<file path="config.mk">
export PLATFORM = sky130hd
export DESIGN_NAME = cpu_do_demux
export DESIGN_NICKNAME = d
export VERILOG_FILES = /design/src/rtl/cpu_do_demux.sv
export SDC_FILE = /design/constraint.sdc
export NUM_CORES = 1
export LEC_CHECK = 0
export CELL_PAD_IN_SITES_DETAIL_PLACEMENT = 1
export CELL_PAD_IN_SITES_GLOBAL_PLACEMENT = 1
export CORE_UTILIZATION = 26
export DETAILED_ROUTE_END_ITERATION = 10
export DONT_BUFFER_PORTS = 1
export GPL_ROUTABILITY_DRIVEN = 0
export PLACE_DENSITY_LB_ADDON = 0.1
export SETUP_SLACK_MARGIN = 0.15
export SLEW_MARGIN = 0
export SYNTH_ARGS = -nofsm -noshare
export SYNTH_HDL_FRONTEND = slang
export SYNTH_SLANG_ARGS = --single-unit
</file>
<file path="constraint.sdc">
create_clock -name pll0_250MHz -period 2.2 [get_ports pll0_250MHz]
set_input_delay 0.44 -clock pll0_250MHz [delete_from_list [all_inputs] [get_ports pll0_250MHz]]
set_output_delay 0.44 -clock pll0_250MHz [all_outputs]
set_load 0.05 [all_outputs]
</file>
<file path="src/rtl/cpu_do_demux.sv">
// Z80 data-out distribution: syncs the write strobe, edge-detects it and
// routes the captured byte to RAM, S100, LED, IOBYTE or USB TX.
module cpu_do_demux #(
  parameter int         SYNC_STAGES   = 2,
  parameter int         STROBE_CYCLES = 4,
  parameter logic [7:0] LED_RESET     = 8'h00,
  parameter logic [7:0] IOBYTE_RESET  = 8'hFF
) (
  input  logic       pll0_250MHz,
  input  logic       reset,
  input  logic [7:0] cpuDataOut,
  input  logic       z80Write,
  input  logic       ram_cs,
  input  logic       outPortcon_cs,
  input  logic       outLED_cs,
  input  logic       iobyteOut_cs,
  input  logic       usbTxD_cs,
  input  logic       usbTxReady,
  output logic [7:0] ramWrData,
  output logic       ramWe,
  output logic [7:0] s100DataOut,
  output logic       s100Wr,
  output logic [7:0] ledData,
  output logic [7:0] iobyteReg,
  output logic [7:0] usbTxData,
  output logic       usbTxValid,
  output logic       wrBusy,
  output logic       wrOverrun
);

  typedef enum logic {
    IDLE   = 1'b0,
    STROBE = 1'b1
  } state_t;

  localparam logic [3:0] CNT_LOAD = 4'(STROBE_CYCLES - 1);

  state_t stateQ;
  state_t stateD;

  logic [SYNC_STAGES-1:0] syncQ;
  logic                   prevQ;
  logic                   evtQ;
  logic [3:0]             cntQ;
  logic                   tgtS100Q;

  logic selRam;
  logic selS100;
  logic selLed;
  logic selIob;
  logic selUsb;
  logic startStrobe;
  logic strobeDrop;
  logic usbXfer;
  logic usbLoad;
  logic usbDrop;

  // Fixed priority: ram > outPortcon > outLED > iobyteOut > usbTxD
  always_comb begin
    selRam  = 1'b0;
    selS100 = 1'b0;
    selLed  = 1'b0;
    selIob  = 1'b0;
    selUsb  = 1'b0;
    if (ram_cs)             selRam  = 1'b1;
    else if (outPortcon_cs) selS100 = 1'b1;
    else if (outLED_cs)     selLed  = 1'b1;
    else if (iobyteOut_cs)  selIob  = 1'b1;
    else if (usbTxD_cs)     selUsb  = 1'b1;
  end

  assign startStrobe = evtQ & (selRam | selS100)
                     & (stateQ == IDLE);
  assign strobeDrop  = evtQ & (selRam | selS100)
                     & (stateQ == STROBE);

  // A consumed holding byte frees the slot in the same clock
  assign usbXfer = usbTxValid & usbTxReady;
  assign usbLoad = evtQ & selUsb & (~usbTxValid | usbXfer);
  assign usbDrop = evtQ & selUsb & usbTxValid & ~usbTxReady;

  always_ff @(posedge pll0_250MHz or posedge reset) begin
    if (reset) begin
      syncQ <= '0;
      prevQ <= 1'b0;
      evtQ  <= 1'b0;
    end else begin
      syncQ <= {syncQ[SYNC_STAGES-2:0], z80Write};
      prevQ <= syncQ[SYNC_STAGES-1];
      evtQ  <= syncQ[SYNC_STAGES-1] & ~prevQ;
    end
  end

  always_ff @(posedge pll0_250MHz or posedge reset) begin
    if (reset) begin
      stateQ   <= IDLE;
      cntQ     <= 4'd0;
      tgtS100Q <= 1'b0;
    end else begin
      stateQ <= stateD;
      if (startStrobe) begin
        cntQ     <= CNT_LOAD;
        tgtS100Q <= selS100;
      end else if (stateQ == STROBE && cntQ != 4'd0) begin
        cntQ <= cntQ - 4'd1;
      end
    end
  end

  always_comb begin
    stateD = stateQ;
    unique case (stateQ)
      IDLE:   if (startStrobe) stateD = STROBE;
      STROBE: if (cntQ == 4'd0) stateD = IDLE;
      default: stateD = IDLE;
    endcase
  end

  always_comb begin
    ramWe  = 1'b0;
    s100Wr = 1'b0;
    wrBusy = 1'b0;
    if (stateQ == STROBE) begin
      wrBusy = 1'b1;
      ramWe  = ~tgtS100Q;
      s100Wr = tgtS100Q;
    end
  end

  always_ff @(posedge pll0_250MHz or posedge reset) begin
    if (reset) begin
      ramWrData   <= 8'h00;
      s100DataOut <= 8'h00;
      ledData     <= LED_RESET;
      iobyteReg   <= IOBYTE_RESET;
    end else begin
      if (startStrobe && selRam)  ramWrData   <= cpuDataOut;
      if (startStrobe && selS100) s100DataOut <= cpuDataOut;
      if (evtQ && selLed)         ledData     <= cpuDataOut;
      if (evtQ && selIob)         iobyteReg   <= cpuDataOut;
    end
  end

  always_ff @(posedge pll0_250MHz or posedge reset) begin
    if (reset) begin
      usbTxData  <= 8'h00;
      usbTxValid <= 1'b0;
    end else if (usbLoad) begin
      usbTxData  <= cpuDataOut;
      usbTxValid <= 1'b1;
    end else if (usbXfer) begin
      usbTxValid <= 1'b0;
    end
  end

  always_ff @(posedge pll0_250MHz or posedge reset) begin
    if (reset) begin
      wrOverrun <= 1'b0;
    end else if (strobeDrop || usbDrop) begin
      wrOverrun <= 1'b1;
    end
  end

endmodule

</file>
; Yosys cells after proc, flatten, opt, wreduce, memory -nomap -nowiden
; Index checks and enable logic that the tools add are counted.
[word_totals]
ramBits = 0
out_inout_bits = 45
ff_bits = 52
in_bits = 17
mem_count = 0
latch_bits = 0
romBits = 0
elab_cells = 65
[classes]
mux = 25
n_lt_le_gt_ge = 0
n_eq_ne = 0
n_bitwise = 16
multipliers = 0
n_div = 0
reduce_logical = 10
shifts = 0
add_sub_neg = 1
[ops]
columns = operator, n
row1 = 1-bit two-way mux, 22
row2 = 1-bit bitwise AND, 9
row3 = 4-bit two-way mux, 2
row4 = 1-bit logical AND, 5
row5 = 1-bit inverter, 5
row6 = 4-bit zero test, 1
row7 = 2-bit nonzero test, 2
row8 = 4-bit nonzero test, 1
row9 = "4-bit by 1-bit subtractor with 4-bit output, second input constant", 1
row10 = 1-bit bitwise OR, 2
row11 = 1-bit one-hot mux with 2 select lines, 1
row12 = 1-bit logical OR, 1

; Logic depth before layout (Yosys ltp)
; Gate-level depths: netlist of the first run.
[depth]
word_depth = 9
ltp_mapped = 5
depth_no_buf = 5

; Worst setup path before layout of the first run
; OpenSTA, ideal clock, no wires.
[synth_timing]
path_kind = register to output
start = register stateQ
end = output ramWe
path_stages_with_launch = 2
t_required_ns = 1.760
arrival_ns = 1.501
n_path_buf = 0
slack_ns = 0.259
path_cell_list = dfrtp_1 > nor2b_1
[synth_between]
elab_chain_len = 1
[synth_lines]
columns = element, line_no
row1 = from (decl), 38  ; state_t stateQ;
row2 = from (signal assigned), 100  ; stateQ <= stateD;
row3 = 1-bit two-way mux, 123  ; if (stateQ == STROBE) begin
row4 = to (decl), 20  ; output logic ramWe,
; Every way passes these cells.

; Final worst setup path of the first run
[layout_timing]
start = register stateQ
end = output s100Wr
[layout_between]
elab_chain_len = 1
[layout_lines]
columns = element, line_no
row1 = 1-bit two-way mux, 123
row2 = to (decl), 22  ; output logic s100Wr,
; Every way passes these cells.

==> results.md, run 1 <==
* Synth-to-Final Area Change at 12.55%
* VDD IR max at 0.4656 mV
* Setup crit start kind: flip-flop
* Compound-Gate Fraction of Synth Area at 2.010%
* Syn Inst Count at approximately 130
* Max transition margin at 62.42%
* DIE WIDTH at about 91 um
* R2R cell count at 5
* Flop2flop setup slack at slightly above 0.6 ns
* PwrDens at ~1500 nW/um2
* Delay-heaviest family, CP: simple AND/OR/NAND/NOR gates
* R2R Path Start: cntQ[0]
* CTS Hold Bufs at 0
* Slew of the pin with the lowest slew margin at 0.5589 ns
* Mux cell area share after synthesis at 23.39%
* Detailed-route via count at around 1,100
* Final worst path period share at 83.50%
* Worst Path Arrival at 1.40 ns
* CP required at 1.76 ns
* Peak Freq at around 540 MHz
* Buf+Inv Stages, Crit Path at 1
* Placed cells at 239
* Post-Synth XOR/XNOR Area at 0%
* Share of layout cells above drive strength 1 at 45.52%
* Post-Syn Area per Cell at between 15 and 20 um2
* Post_cts resized at 0
* DR DRC count at 0
* Worst setup path class: reg2out
* Status: completed
* First-pass GRT wire length at 7.590 mm
* Post-DP HPWL at approximately 3.3 mm
* Post-Synth Simple-Gate Area at 8.952%
* Final count of negative-setup-slack endpoints at 0
* Worst min path class: in2async
* Largest net degree at the start of global routing at 31
* Gr ovfl total at 0
* Seq cells post-synth at 52
* First DRT Iteration DRCs at 18
* Initial Util at 26.73%
* Final ANT Viol Nets at 0
* Post-synthesis cell area at 2054 um2
* Min Tclk post-route at ~1.8 ns
* Final setup skew at 0.01005 ns
* Max-cap viol count at 0
* Via density at 4.474
* Critical-path top delay cell: and2_1
* Clock root buffer: clkbuf_8
* Die area at 8261 um2
* Port bufs at 0
* Post-Syn Nets at 152
* Fraction of registers with async set/reset at 100.0%
* Vias in the first global route at 1,247
* Drt wl/cell at 19.01 um
* Clk sinks at 52
* Initial antenna violation count at 0
* Overall Power at roughly 3.4 mW
* Worst Path Max Fanout at 8
* Clk_lat worst skew at 0.30 ns
* TritonRoute pass-1 iters at 3
* Final TNS setup at 0 ns
* CTS max path bufs at 2
* Crit-path max cell delay at around 0.47 ns
* P_leak at between 1 and 1.5 nW
* YS warnings at 0
* Antenna fix cells at 0
* Main synth FF type: dfrtp_1
* Yosys cell types at 26
* Tot GR Track Use at around 12%
* Routed wire length at about 4.7 mm
* Fin nets at 162
* RSZ-0062 raised after global routing: no
* CP Capture Type: output pin
* Number of synthesized flops with an enable pin at 0
* Worst-path cell chain: buf_4 > and2_1
* Largest family of logic cells by synthesized area: multiplexers
* Synth Area in Adders at less than 1%
* Core ar. at ~7700 um2
* Inserted Clock Buffers at 5
* Die Ht at 90.89 um
* Hold Violations, Final at 0
* R2r endpoint: cntQ[0]
* Post-CTS Setup Bufs at 0
* Pins over their slew limit at 0
* Ports at 62
* Finished Layout Cells at roughly 250
* CTS tree: built
* Stages on worst setup path at 2
* Rows at 32
* Register area share after synthesis at a little under two thirds
* Worst-path clk slew at roughly 0.090 ns
* H-tree depth at 2
-- layout make-up --
cell class / instances / area, um2
timing repair buffer: 5 / 50.05
sequential: 52 / 1311
fill: 848 / 5375
multi-input combinational: 76 / 718.2
inverter: 4 / 15.01
clock buffer: 8 / 90.09
tap: 102 / 127.6
-- stage by stage --
| step | area [um2] | setup WS (ns) | hold WS, ns | utilization, % |
|---|---|---|---|---|
| finish | 2312 | 0.3629 | 0.04821 | 30.08 |
| global route | 2312 | 0.3023 | 0.06948 | 30.08 |
| CTS | 2312 | 0.3367 | 0.06357 | 30.08 |
| detailed placement | 2222 | 0.6183 | 0.3628 | 28.91 |
| floorplan | 2054 | 0.2585 | 0.3312 | - |
| global placement | 2222 | 0.6352 | 0.3443 | 28.91 |
-- sequential cells by signal, summed over array words and instances, names as in the netlist --
register / count
wrOverrun: 1
stateQ: 1
iobyteReg: 8
s100DataOut: 8
usbTxData: 8
ledData: 8
cntQ: 4
tgtS100Q: 1
prevQ: 1
syncQ: 2
ramWrData: 8
usbTxValid: 1
evtQ: 1
-- cells in the mapped netlist (all sizes together) (2+ instances only) --
cell type / count / area share, %
mux2: 40 / 22
nor4b: 2 / 1.6
nand2: 9 / 1.8
inv: 4 / 0.73
mux2i: 3 / 1.5
nor2b: 4 / 1.3
dfrtp: 44 / 54
dfstp: 8 / 10
a21oi: 3 / 0.73
nor2: 3 / 1.3
and2: 2 / 0.61
buf: 2 / 0.49
-- metal layers --
metal	GRT usage, %	share of wire [%]	vias up
met4	3.968	1.3	0
met5	0	0	-
met3	4.882	7.9	6
li1	-	-	484
met2	20.39	50	42
met1	14.73	41	573
-- cells by family after synthesis --
logic type / count (synthesis)
AO/OA/AOI/OAI: 7
adder cells (fa/ha/maj): 1
multiplexers: 43
AND/OR/NAND/NOR: 25
buffers and inverters: 6
flip-flops: 52
-- report_power, final --
| part | total, mW | internal (mW) | leakage [nW] | switching, mW |
|---|---|---|---|---|
| logic | 0.575 | 0.282 | 0.355 | 0.293 |
| registers | 2.27 | 1.25 | 0.627 | 1.03 |
| clock network | 0.562 | 0.257 | 0.0455 | 0.304 |
| total | 3.41 | 1.79 | 1.03 | 1.62 |
-- placed cells by master (no fill, tap or decap) --
| master | instances |
|---|---|
| ha_1 | 1 |
| dfrtp_1 | 44 |
| buf_4 | 4 |
| mux2i_1 | 3 |
| and2_1 | 2 |
| clkbuf_1 | 2 |
| clkbuf_8 | 6 |
| nor4b_4 | 1 |
| or2_2 | 1 |
| a21o_1 | 1 |
| nor2_8 | 1 |
| nand4b_1 | 1 |
| inv_2 | 1 |
| o21ai_0 | 1 |
| nor2b_1 | 3 |
| nor2_1 | 2 |
| nor4b_1 | 1 |
| dfstp_2 | 8 |
| a21oi_1 | 3 |
| nand2_1 | 8 |
| nand3_4 | 1 |
| nor2b_2 | 1 |
| buf_12 | 1 |
| o31ai_1 | 1 |
| mux2_2 | 40 |
| a31oi_1 | 1 |
| and3b_1 | 1 |
| nand2b_1 | 1 |
| nand2_2 | 1 |
| inv_1 | 3 |
-- worst max path at each step --
stage / startpoint / endpoint / slack (ns)
global placement: ram_cs / ledData[3] / 0.64
CTS: stateQ / s100Wr / 0.34
global route: stateQ / s100Wr / 0.30
finish: stateQ / s100Wr / 0.36
floorplan: stateQ / ramWe / 0.26
detailed placement: ram_cs / iobyteReg[1] / 0.62
No activity file was read; power rests on OpenSTA's default activity.
==> run 2, diff against run 1 <==
- clock period: 2.2 -> 1.6 ns (I/O delays scaled with it)
==> run 2 against run 1 <==
Via count grew 4.1%. Cell area grew 6.9%. Die area is the same. Largest cell class unchanged. Combinational power grew 77%.
==> results.md, run 2 (synthesized netlist as in run 1, its figures left out) <==
* Core Util, Final at 32.15% (+2.1 points)
* Final ANT Viol Nets at 0 (unchanged)
* Status: completed
* H-tree depth at 2 (unchanged)
* Worst hold slack at 0.04506 ns (-0.003153 ns)
* Routed wire length at 4.811 mm (+2.4%)
* First DRT Iteration DRCs at 33 (+15)
* Synth-to-Final Area Change at 20.28%
* Flop2flop setup slack at 0.14 ns (-0.48 ns)
* Max transition margin at 66.31% (+3.9 points)
* Slew of the pin with the lowest slew margin at 0.5053 ns (-0.05358 ns)
* Post-DP HPWL at 3.459 mm (+3.4%)
* WHS Endpoint: syncQ[0]
* Area after DPL at 2277 um2 (+2.5%)
* Max-cap viol count at 0 (unchanged)
* Worst-path cell chain: buf_12 > and2_4 > buf_6
* Vias in the first global route at 1,327 (+6.4%)
* Pre-CTS setup slack at 0.1244 ns (-0.4939 ns)
* Critical-path top delay cell: dfrtp_2
* Final instance area at 2471 um2 (+6.9%)
* Final TNS setup at 0 ns (unchanged)
* Peak Freq at 662.3 MHz
* Clk sinks at 52 (unchanged)
* Layout fillers at 815 (-3.9%)
* Via density at 4.475 (about the same)
* Fin nets at 172 (+6.2%)
* Die Ht at 90.89 um (unchanged)
* Hold Violations, Final at 0 (unchanged)
* FF+latch area at 1313 um2 (about the same)
* Largest net degree at the start of global routing at 23 (-26%)
* R2r endpoint: s100DataOut[6]
* Setup crit start kind: flip-flop
* DR DRC count at 0 (unchanged)
* RSZ-0062 raised after global routing: yes
* Worst setup path class: reg2out
* Drt wl/cell at 18.72 um (-1.5%)
* Min Tclk post-route at 1.510 ns
* Worst Path Max Fanout at 8 (unchanged)
* Multi-input logic area at 752.0 um2 (+4.7%)
* Hold depth at 0
* Detailed-route via count at 1,150 (+4.1%)
* Initial antenna violation count at 0 (unchanged)
* Gr ovfl total at 0 (unchanged)
* Clk pwr share at 15.7% (-0.8 points)
* Core ar. at 7687 um2 (unchanged)
* Combinational power share at 20.6% (+3.7 points)
* Internal at 2.628 mW (+47%)
* CP Capture Type: output pin
* Worst min path class: in2reg
* Sequential share of power at 63.6% (-3.1 points)
* Crit-path max cell delay at 0.43 ns (-0.04 ns)
* Hold Startpoint: z80Write
* CTS max path bufs at 2 (unchanged)
* PwrDens at 1996 nW/um2 (+35%)
* Worst Path Arrival at 1.19 ns (-0.21 ns)
* Tot GR Track Use at 12.57% (+0.21 points)
* Final setup skew at 0.006888 ns (-0.003164 ns)
* Port bufs at 0 (unchanged)
* Most frequent cells in the layout: dfrtp_1 (43), mux2_2 (40), nand2_1 (8), dfstp_2 (8), buf_4 (8)
* Final count of negative-setup-slack endpoints at 0 (unchanged)
* Initial Util at 26.73% (unchanged)
* Ports at 62 (unchanged)
* Pins over their slew limit at 0 (unchanged)
* R2R cell count at 5 (unchanged)
* Die area at 8261 um2 (unchanged)
* Clk_lat worst skew at 0.30 ns (about the same)
* PnR worst setup slack at 0.09005 ns (-0.2729 ns)
* First-pass GRT wire length at 7.797 mm (+2.7%)
* DIE WIDTH at 90.89 um (unchanged)
* CP required at 1.28 ns (-0.48 ns)
* Antenna fix cells at 0 (unchanged)
* Final worst path period share at 94.37%
* Switching Fraction at 46.71% (-0.92 points)
* Reported net switching power at 2.304 mW (+42%)
* TritonRoute pass-1 iters at 4 (+1)
* Rows at 32 (unchanged)
* R2R Path Start: stateQ
* Commonest non-fill, non-tap cell in the layout: dfrtp_1
* CTS tree: built
* Worst-path clk slew at 0.09 ns (about the same)
* Inserted Clock Buffers at 5 (unchanged)
* Clock root buffer: clkbuf_8
* Share of layout cells above drive strength 1 at 52.90% (+7.4 points)
* P_leak at 1.104 nW (+7.5%)
* VDD IR max at 0.6208 mV (+33%)
## run 2: area by class of cell
class	count	share of cell area, %
repair buffers	15	6.633
flip-flops and latches	52	53.11
multi-input cells	76	30.43
clock inverters	2	0.5570
well taps	102	5.165
clock buffers	6	3.342
inverters	4	0.7595
## run 2: power by group through the flow
stage / Combinational, mW / Sequential [mW] / Clock [mW]
final: 1.02 / 3.14 / 0.776
after global routing: 1.12 / 3.20 / 0.858
after CTS: 0.977 / 3.16 / 0.822
after detailed placement: 0.869 / 3.18 / 0
after global placement: 0.827 / 3.16 / 0
after floorplan: 0.603 / 3.12 / 0
## run 2: repair_timing
action | 4_1_cts | 5_1_grt
resized for setup | 9 | 3
hold buffers | 1 | 0
setup buffers | 3 | 2
hold endpoints to repair | 15 | 0
setup endpoints to repair | 11 | 36
gates cloned | 0 | 0
pin swaps | 1 | 1
## run 2: routing by layer
metal / global-route usage (%) / part of all wire [%] / vias to the layer above
met1: 14.68 / 40 / 605
met2: 20.96 / 50 / 39
met3: 5.471 / 8.8 / 4
met5: 0 / 0 / -
li1: - / - / 502
met4: 3.571 / 1.1 / 0
## run 2: metrics by stage
stage / power [mW] / cells
3_5_place_dp: 4.046 / 243
2_1_floorplan: 3.723 / 134
4_1_cts: 4.956 / 255
3_3_place_gp: 3.991 / 243
5_1_grt: 5.181 / 257
6_report: 4.931 / 257
## run 2: worst max-delay path: cells and delay by family, from the launching register on
family | cells | cell delay [ns]
and+or+nand+nor | 1 | 0.16
buffers and inverters | 2 | 0.30
DFF | 1 | 0.43
## run 2: how the worst max path moves through the flow
stage	from	endpoint	cells past startpoint
floorplan	stateQ	s100DataOut[0]	4
global placement	ram_cs	ledData[3]	3
detailed placement	ram_cs	ledData[4]	3
CTS	stateQ	s100Wr	3
global route	stateQ	s100Wr	3
finish	stateQ	s100Wr	3
==> run 3, diff against run 2 <==
- SKIP_LAST_GASP: not set -> 1
==> results of run 3 <==
Final layout, timing and power as in run 2 (identical DEF).
